## src/rtl/adder_arbiter_if.sv

```systemverilog
// Request/response bundle between ALU-side clients and the shared adder arbiter.
// Requester i owns bits [32i+31:32i] of req_a/req_b and bit i of the per-requester vectors.
interface adder_arbiter_if #(
    parameter int N_REQ = 4,
    parameter int ID_W  = (N_REQ > 2) ? $clog2(N_REQ) : 1
);
    logic [N_REQ-1:0]    req_valid;
    logic [N_REQ-1:0]    req_ready;
    logic [N_REQ*32-1:0] req_a;
    logic [N_REQ*32-1:0] req_b;
    logic [N_REQ-1:0]    req_cin;
    logic                rsp_valid;
    logic                rsp_ready;
    logic [ID_W-1:0]     rsp_id;
    logic [31:0]         rsp_sum;
    logic                rsp_cout;

    modport master (
        output req_valid, req_a, req_b, req_cin, rsp_ready,
        input  req_ready, rsp_valid, rsp_id, rsp_sum, rsp_cout
    );

    modport slave (
        input  req_valid, req_a, req_b, req_cin, rsp_ready,
        output req_ready, rsp_valid, rsp_id, rsp_sum, rsp_cout
    );
endinterface

```

## src/rtl/adder_arbiter.sv

```systemverilog
// Round-robin arbiter sharing one 32-bit carry-lookahead adder between N_REQ requesters,
// with a single registered response slot that can drain and refill on the same edge.
module adder_arbiter #(
    parameter int N_REQ = 4
) (
    input logic           clk,
    input logic           rst,
    adder_arbiter_if.slave bus
);
    localparam int WIDTH = 32;
    localparam int ID_W  = (N_REQ > 2) ? $clog2(N_REQ) : 1;
    localparam int CW    = ID_W + 1;

    logic [ID_W-1:0]  ptr;
    logic [ID_W-1:0]  grant;
    logic             found;
    logic [CW-1:0]    cand;
    logic             can_issue;
    logic             accept;
    logic [WIDTH-1:0] op_a;
    logic [WIDTH-1:0] op_b;
    logic             op_cin;
    logic [WIDTH-1:0] gen;
    logic [WIDTH-1:0] prop;
    logic [WIDTH:0]   carry;
    logic [WIDTH-1:0] sum;

    assign can_issue = !bus.rsp_valid || bus.rsp_ready;

    // First valid requester scanning upward from ptr, wrapping modulo N_REQ.
    always_comb begin
        found = 1'b0;
        grant = '0;
        cand  = '0;
        for (int k = 0; k < N_REQ; k++) begin
            cand = {1'b0, ptr} + CW'(k);
            if (cand >= CW'(N_REQ)) begin
                cand = cand - CW'(N_REQ);
            end
            if (!found && bus.req_valid[cand[ID_W-1:0]]) begin
                found = 1'b1;
                grant = cand[ID_W-1:0];
            end
        end
    end

    // Ready is suppressed during reset so a requester never sees a handshake that is dropped.
    assign accept = found && can_issue && !rst;

    always_comb begin
        bus.req_ready = '0;
        if (accept) begin
            bus.req_ready[grant] = 1'b1;
        end
    end

    always_comb begin
        op_a   = '0;
        op_b   = '0;
        op_cin = 1'b0;
        for (int i = 0; i < N_REQ; i++) begin
            if (grant == ID_W'(i)) begin
                op_a   = bus.req_a[i*WIDTH +: WIDTH];
                op_b   = bus.req_b[i*WIDTH +: WIDTH];
                op_cin = bus.req_cin[i];
            end
        end
    end

    // 4-bit lookahead groups; the group carry-out feeds the next group's carry-in.
    always_comb begin
        gen      = op_a & op_b;
        prop     = op_a ^ op_b;
        carry    = '0;
        carry[0] = op_cin;
        for (int b = 0; b < WIDTH; b += 4) begin
            carry[b+1] = gen[b] | (prop[b] & carry[b]);
            carry[b+2] = gen[b+1] | (prop[b+1] & gen[b])
                       | (prop[b+1] & prop[b] & carry[b]);
            carry[b+3] = gen[b+2] | (prop[b+2] & gen[b+1])
                       | (prop[b+2] & prop[b+1] & gen[b])
                       | (prop[b+2] & prop[b+1] & prop[b] & carry[b]);
            carry[b+4] = gen[b+3] | (prop[b+3] & gen[b+2])
                       | (prop[b+3] & prop[b+2] & gen[b+1])
                       | (prop[b+3] & prop[b+2] & prop[b+1] & gen[b])
                       | (prop[b+3] & prop[b+2] & prop[b+1] & prop[b] & carry[b]);
        end
        sum = prop ^ carry[WIDTH-1:0];
    end

    always_ff @(posedge clk) begin
        if (rst) begin
            ptr          <= '0;
            bus.rsp_valid <= 1'b0;
            bus.rsp_id    <= '0;
            bus.rsp_sum   <= '0;
            bus.rsp_cout  <= 1'b0;
        end else if (accept) begin
            ptr           <= (grant == ID_W'(N_REQ - 1)) ? '0 : grant + ID_W'(1);
            bus.rsp_valid <= 1'b1;
            bus.rsp_id    <= grant;
            bus.rsp_sum   <= sum;
            bus.rsp_cout  <= carry[WIDTH];
        end else if (bus.rsp_valid && bus.rsp_ready) begin
            bus.rsp_valid <= 1'b0;
        end
    end
endmodule

```

## src/flat_wrapper.sv

```systemverilog
// flat-port wrapper written by rule: the top's interface ports become plain ports
module adder_arbiter_flat 
#(
    parameter int N_REQ = 4
)
  (clk, rst, bus_req_valid, bus_req_a, bus_req_b, bus_req_cin, bus_rsp_ready, bus_req_ready, bus_rsp_valid, bus_rsp_id, bus_rsp_sum, bus_rsp_cout);
  adder_arbiter_if #(.N_REQ(N_REQ)) bus_i ();
  input logic clk;
  input logic rst;
  input wire logic [$bits(bus_i.req_valid)-1:0] bus_req_valid;
  input wire logic [$bits(bus_i.req_a)-1:0] bus_req_a;
  input wire logic [$bits(bus_i.req_b)-1:0] bus_req_b;
  input wire logic [$bits(bus_i.req_cin)-1:0] bus_req_cin;
  input wire logic [$bits(bus_i.rsp_ready)-1:0] bus_rsp_ready;
  output wire logic [$bits(bus_i.req_ready)-1:0] bus_req_ready;
  output wire logic [$bits(bus_i.rsp_valid)-1:0] bus_rsp_valid;
  output wire logic [$bits(bus_i.rsp_id)-1:0] bus_rsp_id;
  output wire logic [$bits(bus_i.rsp_sum)-1:0] bus_rsp_sum;
  output wire logic [$bits(bus_i.rsp_cout)-1:0] bus_rsp_cout;
  assign bus_i.req_valid = bus_req_valid;
  assign bus_i.req_a = bus_req_a;
  assign bus_i.req_b = bus_req_b;
  assign bus_i.req_cin = bus_req_cin;
  assign bus_i.rsp_ready = bus_rsp_ready;
  assign bus_req_ready = bus_i.req_ready;
  assign bus_rsp_valid = bus_i.rsp_valid;
  assign bus_rsp_id = bus_i.rsp_id;
  assign bus_rsp_sum = bus_i.rsp_sum;
  assign bus_rsp_cout = bus_i.rsp_cout;
  adder_arbiter #(.N_REQ(N_REQ)) u_core (.clk(clk), .rst(rst), .bus(bus_i));
endmodule
```

## config.mk

```make
export PLATFORM = sky130hd
export DESIGN_NAME = adder_arbiter_flat
export DESIGN_NICKNAME = d
export VERILOG_FILES = /design/src/rtl/adder_arbiter_if.sv /design/src/rtl/adder_arbiter.sv /design/src/flat_wrapper.sv
export SDC_FILE = /design/constraint.sdc
export NUM_CORES = 1
export LEC_CHECK = 0
export CORE_MARGIN = 4
export CORE_UTILIZATION = 35
export CTS_CLUSTER_DIAMETER = 40
export CTS_CLUSTER_SIZE = 28
export DETAILED_ROUTE_END_ITERATION = 6
export HOLD_SLACK_MARGIN = 0.12
export PLACE_DENSITY = 0.91
export SLEW_MARGIN = 0
export SYNTH_ARGS = -nofsm -noshare
export SYNTH_HDL_FRONTEND = slang
export SYNTH_SLANG_ARGS = --single-unit
```

## constraint.sdc

```tcl
create_clock -name clk -period 5.2 [get_ports clk]
set_input_delay 1.04 -clock clk [delete_from_list [all_inputs] [get_ports clk]]
set_output_delay 1.04 -clock clk [all_outputs]
set_load 0.01 [all_outputs]
```

==> impl_metrics.toml <==
[cts]
cts_buffers = 5
cts_root_buffer = "clkbuf_16"
path_clk_slew_ps = 60
cts_tree = "built"
clkSinkCount = 38
clk_latency_ps = 280
cts_buffer_depth = 2
cts_htree_levels = 2

[yosys]
synth_ff_type = "dfxtp_1"
yosysWarnings = 0
synthArstFlopShare_pct = 0
synth_area_leaders = "a21oi_1 16%, dfxtp_1 15%, nor2_1 12%"
syn-num-nets = 1144
synthCells = 833
muxShareOfSynthArea_pct = 0
synth_most_common_cell = "nor2_1"
synth-compound-area-share_pct = 32.3
netlist.area_leader.share_pct = 15.6
synth_edf_count = 0
ys_seq_area_share_pct = 15.3
synthesis.area_um2 = 4970
synth_top_family_by_area = "compound AO/OA/AOI/OAI gates"
synth-adder-area-share_pct = 12.3
syn_area_per_cell_um2 = 5.97
synth_top_area_cell = "a21oi_1"
synthSimpleGateAreaFrac_pct = 29.7
synth_common_cells = "161 x nor2_1, 155 x a21oi_1, 123 x nand2_1, 77 x o21ai_0, 50 x clkbuf_1"
ys_ff_latch = 38
synthXorXnorAreaFrac_pct = 3.52
ys_types = 48

[floorplanning]
start_util_pct = 35.8
design.core.area_um2 = 13900
dieArea_um2 = 16200
dieHeight_um = 127
die_x_um = 127
row_count = 43
io_pins = 307

[min_path]
hold_path_class = "flop to flop"
hold_depth = 2

[sta]
fin_crit_ps = 5230
fmax_mhz = 191
grt_setup_unrepaired = "yes"
slew_headroom_pct = 36.4
setup_viol = 2
finalMaxSlewViolations = 0
whs_ps = 465
worst-slew-pin-transition_ps = 953
post-route-period-util_pct = 101
finClkSkew_ps = 4.65
hold_viol_final = 0
fin_ws_ps = -30.0

[routing]
num_vias = 7565
drtIter0Drc = 697
vias_per_cell = 5.28
wl_per_cell_um = 17.5
detail-route-antenna-nets = 0
drt_wl_total_um = 25000
first_pass_iters = 5
drc = 0

[grt]
grt_max_degree = 60
grt_pass1_vias = 7135
use_met3_pct = 4.10
use_met1_pct = 36.7
overflow = 0
antenna_found_initial = 1
grt_use_met2_pct = 47.4
grt_first_pass_wirelength_um = 36700
grt_usage_pct = 28.2
grt_busiest_layer = "met2"

[critical_path]
max_stage_delay_ps = 460
critPathKind = "primary input to flop"
crit_buf_inv = 5
crit_family = "compound AO/OA/AOI/OAI gates"
cp-end-kind = "flop"
crit_arrival_ps = 5420
cp-start-kind = "primary input"
crit_fanout = 8
crit_top_cell = "a21o_1"
cp.depth = 24
required_ps = 5390
cp_slowest_cell = "fa_1"
rr_worst_depth = 23
crit_chain = "buf_8, inv_6, buf_4, o22ai_2, a221o_1, nor2_4, buf_6, ha_4, buf_6, nor2_1, a21oi_1, nor2_1, a21oi_2, o21ai_1, ha_1, a21o_1, a21o_1, a21o_1, a221o_1, a41oi_4, o21ai_2, a21oi_2, fa_1, a211oi_2"

[run]
maxCapViolCount = 0

[placement]
gp_congestion = 0.939
hpwl_um = 19100
portBuffers = 306

[cells_and_area]
register_area_um2 = 761
nets = 1562
syn_to_final_growth_pct = 98.2
multiInputGateArea_um2 = 4130
fillers = 1107
final_layout_size_suffix_gt1_share_pct = 18.6

[power_and_ir_drop]
finalPower_mw = 4.52
power_density_nw_per_um2 = 459
power_leakage_nw = 4.28
ir_drop_mv = 0.226

[run_status]
status = "finished with violations"
violations = "setup timing"
==> timing repair <==
| action | 4_1_cts | 5_1_grt |
|---|---|---|
| buffers inserted | 43 | 10 |
| hold buffers | 0 | 0 |
| gates resized for setup | 30 | 62 |
| cloned | 0 | 1 |
| pin swaps | 23 | 41 |
| setup endpoints to repair | 19 | 25 |
==> final timing paths <==
path                     startpoint                     end  slack (ps)
min reg2reg  u_core.bus.rsp_sum[26]  u_core.bus.rsp_sum[26]         470
max reg2reg           u_core.ptr[0]  u_core.bus.rsp_sum[24]         380
max                bus_req_valid[0]  u_core.bus.rsp_sum[24]         -30
min          u_core.bus.rsp_sum[26]  u_core.bus.rsp_sum[26]         470
==> cell families (layout without fill, tap and decap cells) <==
family                     count (synthesis)  in the layout
xor gates and xnor gates                  20             20
other                                      0              1
AOI/OAI and AO/OA                        287            287
adders and majority gates                 44             44
and+or+nand+nor                          352            352
buffers and inverters                     92            511
DFF                                       38             38
==> sequential cells by signal, indices dropped and copies added (netlist names) <==
register              cells
u_core.ptr                2
u_core.bus.rsp_sum       32
u_core.bus.rsp_id         2
u_core.bus.rsp_valid      1
u_core.bus.rsp_cout       1
==> worst register-to-register path, cell delays in order (launching register included) <==
cell and delay [ps]:
dfxtp_1 500, nor2_4 70, a21oi_2 120, nor2_2 50, a221o_1 340, nor2_4 180
buf_6 130, ha_4 220, buf_6 170, nor2_1 60, a21oi_1 110, nor2_1 70
a21oi_2 110, o21ai_1 80, ha_1 320, a21o_1 180, a21o_1 180, a21o_1 190
a221o_1 350, a41oi_4 280, o21ai_2 110, a21oi_2 160, fa_1 460, a211oi_2 290
==> metrics by stage <==
stage               setup TNS, ps  worst slack, ps  instances  cell area [µm²]  util (%)
floorplan                       0             22.3        833             5000         -
global placement            -7790             -540       1372             9020      65.0
detailed placement         -10640             -727       1372             9020      65.0
CTS                             0             24.3       1423             9580      69.0
global route                -1440             -211       1432             9850      71.0
finish                      -33.1            -30.0       1433             9860      71.0
==> final cells by class <==
class / count / area share (%)
clock inverters: 1 / 0.305
clock buffers: 7 / 1.35
diodes: 1 / 0.0254
inverters: 30 / 1.19
flip-flops and latches: 38 / 7.72
repair buffers: 473 / 45.2
multi-input cells: 703 / 41.9
well taps: 180 / 2.29
==> cell usage in the layout, fill, tap and decap left out, types with 5 or more instances in the layout <==
cell,count
buf_12,7
clkbuf_16,6
xnor2_1,9
a21oi_1,140
nand3_1,30
nand2_1,122
xor2_1,9
dfxtp_1,38
buf_4,149
a211oi_1,7
a21oi_2,15
clkdlybuf4s50_1,302
o21ai_1,10
o21ai_0,65
ha_1,31
buf_6,10
nor2_1,155
a21o_1,16
fa_1,6
nor2b_1,5
inv_1,28
o21bai_1,5
==> metal layers <==
metal,part of all wire [%],vias to the layer above
met2,48,404
li1,-,3699
met1,41,3391
met3,8.1,69
met4,3.5,2
met5,0.040,-
==> power by group <==
group	switching, mW	internal, mW
Sequential	0.0603	0.394
Combinational	1.85	1.87
Clock	0.120	0.227
Total	2.03	2.49
(Power assumes the default switching activity.)
